[src/rtl/product_accumulator.sv]
// Accumulates a run of 2x2 multiplier products into a wrapping sum with a sticky overflow flag.
// A run is started with a product count, can be aborted, and its result is held until acknowledged.
module product_accumulator #(
    parameter int unsigned ACC_W = 6,
    parameter int unsigned CNT_W = 4
) (
    input  logic             clk,
    input  logic             rst_n,
    input  logic             start,
    input  logic [CNT_W-1:0] len,
    input  logic             abort,
    input  logic             p_valid,
    input  logic [3:0]       p_data,
    output logic             p_ready,
    output logic [ACC_W-1:0] sum,
    output logic             ovf,
    output logic             done,
    input  logic             ack,
    output logic             busy
);

    typedef enum logic [1:0] {StIdle, StAcc, StDone} state_e;

    state_e           state_q, state_d;
    logic [ACC_W-1:0] sum_q, sum_d;
    logic             ovf_q, ovf_d;
    logic [CNT_W-1:0] cnt_q, cnt_d;
    logic [CNT_W-1:0] len_q, len_d;

    // One extra bit captures the carry out of the accumulator MSB.
    logic [ACC_W:0]   sum_ext;
    logic             last_xfer;

    assign sum_ext   = {1'b0, sum_q} + (ACC_W + 1)'(p_data);
    assign last_xfer = (cnt_q == len_q - CNT_W'(1));

    always_comb begin
        state_d = state_q;
        sum_d   = sum_q;
        ovf_d   = ovf_q;
        cnt_d   = cnt_q;
        len_d   = len_q;
        unique case (state_q)
            StIdle: begin
                if (start) begin
                    len_d   = len;
                    sum_d   = '0;
                    ovf_d   = 1'b0;
                    cnt_d   = '0;
                    state_d = (len == '0) ? StDone : StAcc;
                end
            end
            StAcc: begin
                // Abort wins over a coincident product; p_ready is already low.
                if (abort) begin
                    state_d = StIdle;
                    sum_d   = '0;
                    ovf_d   = 1'b0;
                    cnt_d   = '0;
                end else if (p_valid) begin
                    sum_d = sum_ext[ACC_W-1:0];
                    ovf_d = ovf_q | sum_ext[ACC_W];
                    cnt_d = cnt_q + CNT_W'(1);
                    if (last_xfer) begin
                        state_d = StDone;
                    end
                end
            end
            StDone: begin
                if (ack) begin
                    state_d = StIdle;
                end
            end
            default: state_d = StIdle;
        endcase
    end

    always_ff @(posedge clk or negedge rst_n) begin
        if (!rst_n) begin
            state_q <= StIdle;
            sum_q   <= '0;
            ovf_q   <= 1'b0;
            cnt_q   <= '0;
            len_q   <= '0;
        end else begin
            state_q <= state_d;
            sum_q   <= sum_d;
            ovf_q   <= ovf_d;
            cnt_q   <= cnt_d;
            len_q   <= len_d;
        end
    end

    assign p_ready = (state_q == StAcc) & ~abort;
    assign sum     = sum_q;
    assign ovf     = ovf_q;
    assign done    = (state_q == StDone);
    assign busy    = (state_q != StIdle);

endmodule
[config.mk]
export PLATFORM = sky130hd
export DESIGN_NAME = product_accumulator
export DESIGN_NICKNAME = d
export VERILOG_FILES = /design/src/rtl/product_accumulator.sv
export SDC_FILE = /design/constraint.sdc
export NUM_CORES = 1
export LEC_CHECK = 0
export ABC_AREA = 1
export ABC_CLOCK_PERIOD_IN_PS = 3830
export CAP_MARGIN = 20
export CORE_MARGIN = 2
export CORE_UTILIZATION = 50
export CTS_CLUSTER_SIZE = 12
export DETAILED_ROUTE_END_ITERATION = 8
export PLACE_DENSITY = 0.88
export RECOVER_POWER = 50
export SYNTH_ARGS = -nofsm -noshare
export SYNTH_HDL_FRONTEND = slang
export SYNTH_SLANG_ARGS = --single-unit
[constraint.sdc]
create_clock -name clk -period 3.83 [get_ports clk]
set_input_delay 0.766 -clock clk [delete_from_list [all_inputs] [get_ports clk]]
set_output_delay 0.766 -clock clk [all_outputs]
set_load 0.02 [all_outputs]
==> results of run 1 <==
## through the flow
step	cell area, um2	hold WS [ns]	setup WS, ns	util [%]
after floorplan	1154	0.4530	1.974	-
after CTS	1434	0.5088	0.9574	65.45
final	1434	0.5054	0.8428	65.45
after detailed placement	1408	0.4835	0.9682	64.25
after global routing	1434	0.5724	0.7968	65.45
after global placement	1408	0.4726	1.016	64.25
## registers in the layout, indices dropped and copies added, names as in the netlist
signal,cells
len_q,4
ovf,1
state_q,2
cnt_q,4
sum,6
## layer usage
layer / up-vias / global-route usage [%] / part of all wire, %
li1: 550 / - / -
met1: 499 / 24.08 / 42
met2: 21 / 41.14 / 53
met3: 4 / 3.736 / 3.8
met4: 0 / 9.649 / 0.87
met5: - / 0 / 0
## cells by family after synthesis
logic type | synth area share [%]
AO/OA/AOI/OAI | 12.15
XOR/XNOR | 1.519
AND/OR/NAND/NOR | 30.04
buffers and inverters | 11.17
flip-flops | 36.88
adder cells (fa/ha/maj) | 8.243
## where the power goes
| group | switching, uW | internal, uW | leakage, uW |
|---|---|---|---|
| Sequential | 69.4 | 240 | 0.000225 |
| Clock | 62.0 | 40.7 | 0.0000150 |
| Combinational | 343 | 229 | 0.000499 |
## layout by cell type, fill, tap and decap left out, types with 2 or more instances in the layout
cell / n
inv_2: 3
dfrtp_1: 17
clkbuf_4: 3
ha_1: 6
nand2_1: 44
nand2_2: 2
a21oi_1: 2
nor2_2: 2
o21ai_0: 5
clkdlybuf4s50_1: 20
xor2_1: 2
nand3_1: 9
nor2_1: 17
inv_1: 26
o21ai_1: 3
a22o_1: 2
a21oi_2: 2
dlygate4sd3_1: 3
nor3_1: 2
nand4_1: 3
## worst max path at each step
stage                     slack (ns)  depth (start not counted)       to  startpoint
after floorplan                 1.97                          9   sum[4]   p_data[0]
after global placement          1.02                          5  p_ready       abort
after detailed placement        0.97                          5  p_ready       abort
after CTS                       0.96                          5  p_ready       abort
after global routing            0.80                          5  p_ready       abort
final                           0.84                          5  p_ready       abort
## worst reg2reg max path, cell delays in order, from the launching register on
cell and delay [ns]:
dfrtp_1 0.45, inv_2 0.09, nor2_2 0.05, nand2_1 0.08, nand2_2 0.08, nor2_2 0.49
o21ai_1 0.30, a21boi_2 0.23
## area by class of cell
cell class | count | area [um2]
Sequential cell | 17 | 425.4
Clock buffer | 4 | 26.28
Multi-Input combinational cell | 110 | 599.3
Tap cell | 28 | 35.03
Timing Repair Buffer | 23 | 230.2
Inverter | 30 | 117.6
Fill cell | 172 | 757.0
==> results_dict.tcl, run 1 <==
set metrics [dict create \
    status "finished, final reports clean" \
    die_w_um 52.04 \
    drv_cap 0 \
    die_h_um 52.04 \
    overflow 0 \
    cts_tree "done" \
    path_class "in -> out" \
    critPathBufInv 4 \
    ctsLongestPathBuffers 2 \
    fin_setup_tns_ns 0 \
    crit_path_max_fanout 4 \
    synthFlopType "dfrtp_1" \
    synthToLayoutAreaGrowth_pct 24.30 \
    cts-hold-fix-buffers 0 \
    worstReg2RegEnd "sum[5]" \
    yosysMostFrequentCell "nand2_1" \
    synth_commonest_cells "nand2_1 (44), inv_1 (26), dfrtp_1 (17), nor2_1 (17), nand3_1 (9)" \
    dr.pass1.iters 4 \
    peakVddDrop_mv 0.4678 \
    dp_hpwl_mm 2.088 \
    insertion_delay_ns 0.30 \
    crit_slowest_cell "clkdlybuf4s50_1" \
    first_global_vias 1066 \
    root_buffer "clkbuf_4" \
    syn-cell-area_um2 1154 \
    min_to "len_q[1]" \
    start_util_pct 52.66 \
    power_density_nw_per_um2 686.4 \
    start_kind "primary input" \
    reg2reg_depth 7 \
    fin_cells 212 \
    ff2ff_setup_slack_ns 1.96 \
    cp.required_ns 3.06 \
    skew_ns 0.004174 \
    crit_family "buffers and inverters" \
    maxSlewViolCount 0 \
    yosysTopAreaCell "dfrtp_1" \
    maxSlewHeadroom_pct 46.58 \
    yosys.area.top_type_share_pct 36.88 \
    via_per_inst 5.066 \
    wl_per_cell_um 12.53 \
    fp.dieArea_um2 2708 \
    worstPathArrival_ns 2.22 \
    cts_resized 0 \
    setup_viol 0 \
    cpPeakStageDelay_ns 0.60 \
    cts_setup_buffers 0 \
    synth_edf_count 0 \
    yosysSeqAreaShare_pct 36.88 \
    end_kind "output pin" \
    yosysWarnings 0 \
    syn_avg_cell_area_um2 7.301 \
    min_from "len_q[1]" \
    core_um2 2191 \
    period_share_pct 77.99 \
    drive_gt1_share_pct 9.783 \
    synthTopCellsByArea "dfrtp_1 (37%), nand2_1 (14%), inv_1 (8.5%), ha_1 (6.5%), nor2_1 (5.5%)" \
    clock-sinks 17 \
    path_clk_slew_ns 0.10 \
    tightest_slew_ns 0.7987 \
    diodes 0 \
    io_buffers 23 \
    hold_class "reg -> reg" \
    worstHoldPathCells 2 \
    ios 24 \
    remaining_drc_errors 0 \
    power.leakage_uw 0.0007388 \
    grtUsageTotal_pct 22.07 \
    dp_cells 208 \
    wirelength_mm 2.657 \
    total_power_uw 984.2 \
    max_freq_mhz 334.8 \
    synth_cell_type_count 28 \
    htreeDepth 1 \
    antenna_found_initial 0 \
    period_minus_slack_ns 2.987 \
    placementRows 17 \
    worstReg2RegStart "state_q[0]" \
    synthArstFlopShare_pct 100.0 \
    nets 206 \
    dr_total_vias 1074 \
    netlist_instances 158 \
    grt_setup_unrepaired "false" \
    drt_iter0_markers 23 \
    ys_ff_latch 17 \
    gp_congestion 0.8100 \
    cts_inserted_buffers 3 \
    grt_pass1_wl_mm 4.326 \
    ant_nets 0 \
    finalHoldViolCount 0 \
    grt_max_degree 18 \
    worstPathCellList "dlygate4sd3_1 -> inv_1 -> nand2_1 -> inv_2 -> clkdlybuf4s50_1" \
    synth_fp_nets 179 \
]
Note: power is estimated with default switching activity, not from simulation.
==> inputs of run 2 (changes only) <==
ABC_CLOCK_PERIOD_IN_PS = 2600   (was 3830)
CORE_UTILIZATION = 45   (was 50)
PLACE_DENSITY = 0.84   (was 0.88)
clock period = 2.6 ns   (was 3.83 ns; I/O delays follow)
==> results_dict.tcl, run 2 (same netlist as run 1, synthesis figures left out) <==
set metrics [dict create \
    dp_hpwl_mm 1.877 \
    crit_path_max_fanout 4 \
    power.leakage_uw 0.0007422 \
    root_buffer "clkbuf_4" \
    cpPeakStageDelay_ns 0.59 \
    fp.dieArea_um2 2984 \
    wirelength_mm 2.343 \
    tightest_slew_ns 0.7703 \
    period_minus_slack_ns 2.358 \
    cts_setup_buffers 0 \
    hold_class "reg -> reg" \
    peakVddDrop_mv 0.7203 \
    max_freq_mhz 424.1 \
    crit_slowest_cell "clkdlybuf4s50_1" \
    path_clk_slew_ns 0.10 \
    cp_common_cell "clkdlybuf4s50_1" \
    maxSlewViolCount 0 \
    antenna_found_initial 0 \
    wl_per_cell_um 10.90 \
    drive_gt1_share_pct 10.27 \
    die_h_um 54.63 \
    setup_viol 0 \
    io_buffers 23 \
    largest_reg_flops 6 \
    dr.pass1.iters 4 \
    power_density_nw_per_um2 988.7 \
    first_global_vias 939 \
    skew_ns 0.007966 \
    grtUsageTotal_pct 18.43 \
    die_w_um 54.63 \
    fin_setup_tns_ns 0 \
    total_power_uw 1425 \
    end_kind "output pin" \
    cts_tree "done" \
    maxSlewHeadroom_pct 48.48 \
    htreeDepth 1 \
    via_per_inst 4.949 \
    drt_iter0_markers 16 \
    drv_cap 0 \
    start_kind "primary input" \
    synthToLayoutAreaGrowth_pct 24.95 \
    core_um2 2455 \
    grt_setup_unrepaired "false" \
    layout_common_cells "nand2_1 (44), inv_1 (26), clkdlybuf4s50_1 (22)" \
    nets 207 \
    layout_commonest_cell "nand2_1" \
    period_share_pct 90.69 \
    cts-hold-fix-buffers 0 \
    gp_congestion 0.7473 \
    insertion_delay_ns 0.29 \
    critPathBufInv 4 \
    start_util_pct 46.99 \
    diodes 0 \
    worstPathArrival_ns 1.84 \
    finalHoldViolCount 0 \
    path_class "in -> out" \
    dr_total_vias 1064 \
    cts_resized 0 \
    cp.required_ns 2.08 \
    clock-sinks 17 \
    grt_pass1_wl_mm 3.877 \
    cts_inserted_buffers 3 \
    ant_nets 0 \
    grt_max_degree 18 \
    overflow 0 \
    crit_family "buffers and inverters" \
    placementRows 18 \
    ios 24 \
    status "finished, final reports clean" \
    ctsLongestPathBuffers 2 \
    worstPathCellList "clkdlybuf4s50_1 -> inv_1 -> nand2_1 -> inv_2 -> clkdlybuf4s50_1" \
    remaining_drc_errors 0 \
]
-- run 2: power by group --
part | leakage [uW] | internal (uW) | total, uW | switching (uW)
sequential | 0.000225 | 354 | 451 | 97.3
clock | 0.0000177 | 57.2 | 142 | 84.7
combinational | 0.000499 | 341 | 832 | 491
total | 0.000742 | 752 | 1430 | 673
-- run 2: worst reg2reg max path: stages, from the launching register on --
cell and delay (ns):
dfrtp_1 0.45, inv_2 0.08, nor2_2 0.05, nand2_1 0.08
nand2_2 0.08, nor2_2 0.08, clkbuf_1 0.52, o21ai_1 0.31
a21boi_2 0.24
-- run 2: metrics by stage --
stage | setup WS [ns] | instances | instance area, um2 | utilization (%) | hold slack, ns
after floorplan | 0.9897 | 158 | 1154 | - | 0.2244
after global placement | 0.2659 | 211 | 1418 | 57.75 | 0.4690
after detailed placement | 0.2427 | 211 | 1418 | 57.75 | 0.4748
after CTS | 0.2427 | 215 | 1445 | 58.87 | 0.5014
after global routing | 0.1608 | 215 | 1441 | 58.72 | 0.5458
final | 0.2421 | 215 | 1441 | 58.72 | 0.5013
-- run 2: layer usage --
metal  wire length, um  global-route usage, %  up-vias
li1                  -                      -      554
met1              1072                  22.26      481
met2              1138                  30.95       25
met3                92                  4.918        4
met4                39                  7.083        0
met5                 0                      0        -
-- run 2: final cells by class --
| type | count | area (um2) |
|---|---|---|
| multi-input cells | 110 | 599.3 |
| clock buffers | 3 | 22.52 |
| well taps | 30 | 37.54 |
| clock inverters | 1 | 5.005 |
| inverters | 30 | 117.6 |
| fillers | 223 | 1013 |
| repair buffers | 24 | 234.0 |
| flip-flops and latches | 17 | 425.4 |
-- run 2: path summary, 6_finish.rpt --
kind                            cells after the start    endpoint        from  slack (ns)
worst max register to register                      8      sum[5]  state_q[0]        0.61
worst max-delay path                                5     p_ready       abort        0.24
min in group asynchronous                           1  state_q[0]       rst_n        0.73
worst min-delay path                                2    len_q[1]    len_q[1]        0.50
max in group asynchronous                           1      sum[4]       rst_n        1.38
worst min register to register                      2    len_q[1]    len_q[1]        0.50
==> inputs of run 3 (changes only) <==
CAP_MARGIN = 0   (was 20)
==> results of run 3 <==
Final layout, timing and power as in run 2 (identical DEF).
==> RTL change 1: new RTL, flow settings as in run 1 <==
`sum_q` no longer has a reset.
--- a/src/rtl/product_accumulator.sv
+++ b/src/rtl/product_accumulator.sv
@@ -80,3 +80,2 @@
             state_q <= StIdle;
-            sum_q   <= '0;
             ovf_q   <= 1'b0;
@@ -86,3 +85,2 @@
             state_q <= state_d;
-            sum_q   <= sum_d;
             ovf_q   <= ovf_d;
@@ -91,2 +89,6 @@
         end
+    end
+
+    always_ff @(posedge clk) begin
+        sum_q <= sum_d;
     end
Function: differs if rst_n is asserted again (counterexample within 4 cycles, from zero or initial values and one cycle with rst_n low); with rst_n held inactive, the same outputs for 10 cycles.
==> RTL change 1 against run 1 <==
- critical path depth is the same
- largest power group unchanged
- sequential power increased by 7.1%
- non-clock buffer count stayed put
- sequential share of layout area up 3.8 points
- setup slack lost 0.26 ns
- critical endpoint unchanged
- wire length fell by 19%
- register-to-register slack got worse by 0.22 ns
- sequential cell count unchanged
- cell count down 7.5%
- area after synthesis decreased by 5.1%
- design area down 5.1%
- power fell by 3.1%
==> RTL change 1: results <==
[status]
status = "complete, no violations"

[grt]
gr-usage-all-layers_pct = 19.3
antenna_found_initial = 0
grt_pass1_vias = 926
use_met1_pct = 21.0
grt_pass1_wl_mm = 3.71
use_met3_pct = 2.68
grt_max_degree = 14
use_met2_pct = 36.8

[placement]
io_buffers = 23
place_hpwl_mm = 1.75
gp_congestion = 0.767
dp_slack_ns = 0.768

[layout]
fillers = 175
drive_above_1_share_pct = 2.37
largest_reg_flops = 6
nets = 191
antenna_cells = 0

[critical_path]
cp.arrival_ns = 2.48
crit_path_max_incr_delay_ns = 0.63
crit_slowest_cell = "clkdlybuf4s50_1"
crit_fanout = 7
cpLargestDelayFamily = "buffers and inverters"

[power]
p_leak_uw = 0.000681
ir_worst_vdd_mv = 0.428

[synth]
synth_seq_area_share_pct = 41.6
yosysWarnings = 0
synth_area_leaders = "dfrtp_1 25%, edfxtp_1 16%, nand2_1 14%"
synth_commonest_cells = "40 x nand2_1, 26 x inv_1, 11 x dfrtp_1"
async_flop_share_pct = 64.7
synth.distinct_cells = 22
synth_nets = 163
synth-edff-count = 6

[detailed_routing]
drt_iter0_markers = 24
drtPass1Iterations = 4
via_per_inst = 4.99
wirelength_mm = 2.14

[clock_network]
clock_path_buffers = 2
cts_max_level = 1
clk_latency_ns = 0.30
post_cts_buffers = 0
cts_root_buffer = "clkbuf_4"
clk_pin_slew_ns = 0.09
ctsResizeCount = 0
cts_buffers = 3

[sta]
worst_slew_pin_slew_ns = 0.857
skew_ns = 0.00549

[min_path]
hp-class = "reg2reg"
RTL change 1: kinds of logic after synthesis:
| kind of cell | after synthesis | share of synthesized area, % |
|---|---|---|
| adders and majority gates | 7 | 8.69 |
| and+or+nand+nor | 69 | 27.5 |
| AOI/OAI and AO/OA | 18 | 9.72 |
| buffers and inverters | 27 | 9.26 |
| xor gates and xnor gates | 4 | 3.20 |
| DFF | 17 | 41.6 |
RTL change 1: worst min-delay path: stages, from the launching register on:
cell and delay (ns):
dfrtp_1 0.36, nand2_1 0.05, o21ai_0 0.06
RTL change 1: cell type report:
class / instances / area share, %
clock buffers: 4 / 1.93
inverters: 27 / 7.44
multi-input cells: 98 / 37.8
flip-flops and latches: 17 / 33.5
well taps: 27 / 2.48
repair buffers: 23 / 16.9
RTL change 1: through the flow:
step | cells | cell area, um2 | util, % | power [uW] | hold WS [ns]
after global placement | 192 | 1360 | 67.2 | 859 | 0.472
after detailed placement | 192 | 1360 | 67.2 | 882 | 0.484
final | 196 | 1360 | 67.3 | 954 | 0.500
after global routing | 196 | 1360 | 67.3 | 1050 | 0.557
after CTS | 196 | 1390 | 68.5 | 984 | 0.509
after floorplan | 142 | 1090 | - | 697 | 0.453
RTL change 1: worst paths after layout:
check                                start       end  slack, ns  cells after the start
worst max-delay path                 abort   p_ready       0.58                      5
worst min-delay path              len_q[1]  len_q[1]       0.50                      2
worst max register to register  state_q[0]  cnt_q[3]       1.74                      6
worst min register to register    len_q[1]  len_q[1]       0.50                      2
max in group asynchronous            rst_n  cnt_q[2]       2.62                      1
min in group asynchronous            rst_n  cnt_q[3]       0.87                      1
RTL change 1: where the power goes:
group          switching [uW]  internal (uW)  total [uW]
Clock                    58.9           40.7        99.6
Sequential               60.3            272         332
Combinational             304            217         522
Total                     424            530         954
RTL change 1: routing by layer:
metal / part of all wire, % / vias up
met5: 0 / -
met2: 52 / 32
met4: 1.4 / 0
li1: - / 506
met1: 43 / 436
met3: 3.7 / 4
==> RTL change 2: new RTL, settings of run 1 <==
Made on the original files. The parameter `ACC_W` goes from 6 to 8.
--- a/src/rtl/product_accumulator.sv
+++ b/src/rtl/product_accumulator.sv
@@ -3,3 +3,3 @@
 module product_accumulator #(
-    parameter int unsigned ACC_W = 6,
+    parameter int unsigned ACC_W = 8,
     parameter int unsigned CNT_W = 4
Interface: changed (resized sum); port bits go from 24 to 26. The function was not compared with the original's and may differ.
==> RTL change 2 against run 1 <==
- first-iteration DRC count shrank 30%
- design area increased by 6.9%
- wire length is 2.1% lower
- critical path depth unchanged
- via count up 3.6%
- area after synthesis rose by 8.5%
- power increased by 11%
- synthesized cell count up 5.1%
- combinational power up 13%
- sequential power up 10%
- setup slack better by 0.16 ns
- count of clock-buffer cells in the layout unchanged
- sequential cell count rose by 2
- largest cell class unchanged
==> RTL change 2: results <==
[status]
status = "complete, no violations"

[detailed_routing]
drt_iter0_markers = 16
met1_length_mm = 1.10
routedWlPerCell_um = 11.6
wl_met3_um = 70
via_per_inst = 4.97
wirelength_mm = 2.60

[sta]
whs_ns = 0.507
worst_slew_pin_slew_ns = 0.879

[grt]
grt_pass1_wl_mm = 4.31
grt_pass1_vias = 1052
use_met2_pct = 36.4
use_met1_pct = 24.8

[power]
ir_worst_vdd_mv = 0.456
p_leak_uw = 0.000813

[critical_path]
r2r_cells = 10

[synth]
synth_commonest_cells = "50 x nand2_1, 28 x inv_1, 19 x dfrtp_1"
synth_area_leaders = "dfrtp_1 38%, nand2_1 15%, inv_1 8.4%"
synthXorXnorAreaFrac_pct = 1.40
synth_seq_area_share_pct = 38.0
synthAdderAreaFrac_pct = 7.60
synth_compound_area_share_pct = 9.20
synth_nets = 187
avgSynthCellArea_um2 = 7.54

[placement]
gp_congestion = 0.816
dp_slack_ns = 1.00
placed_area_mm2 = 0.00152
place_hpwl_mm = 2.08
io_buffers = 25

[layout]
largest_reg_flops = 8
fillers = 214
[RTL change 2: power breakdown]
group | internal, uW | leakage, uW | total (uW) | switching, uW
Sequential | 268 | 0.000253 | 342 | 73.4
Combinational | 253 | 0.000545 | 646 | 393
Clock | 40.6 | 0.0000150 | 106 | 65.2
Total | 562 | 0.000813 | 1090 | 531
[RTL change 2: cell families after synthesis]
group           count (synthesis)
fa+ha+maj                       7
simple gates                   86
compound gates                 20
buf+inv                        32
flops                          19
xor+xnor                        2
[RTL change 2: layout make-up]
cell class	count	area, um2	share of cell area (%)
timing repair buffer	25	250	16.3
inverter	31	116	7.59
multi-input combinational	115	627	40.9
sequential	19	475	31.0
tap	30	37.5	2.45
clock buffer	4	26.3	1.71
[RTL change 2: worst max-delay path: cells and delay by family]
kind	cells	cell delay, ns
buffers and inverters	4	1.21
and+or+nand+nor	1	0.09
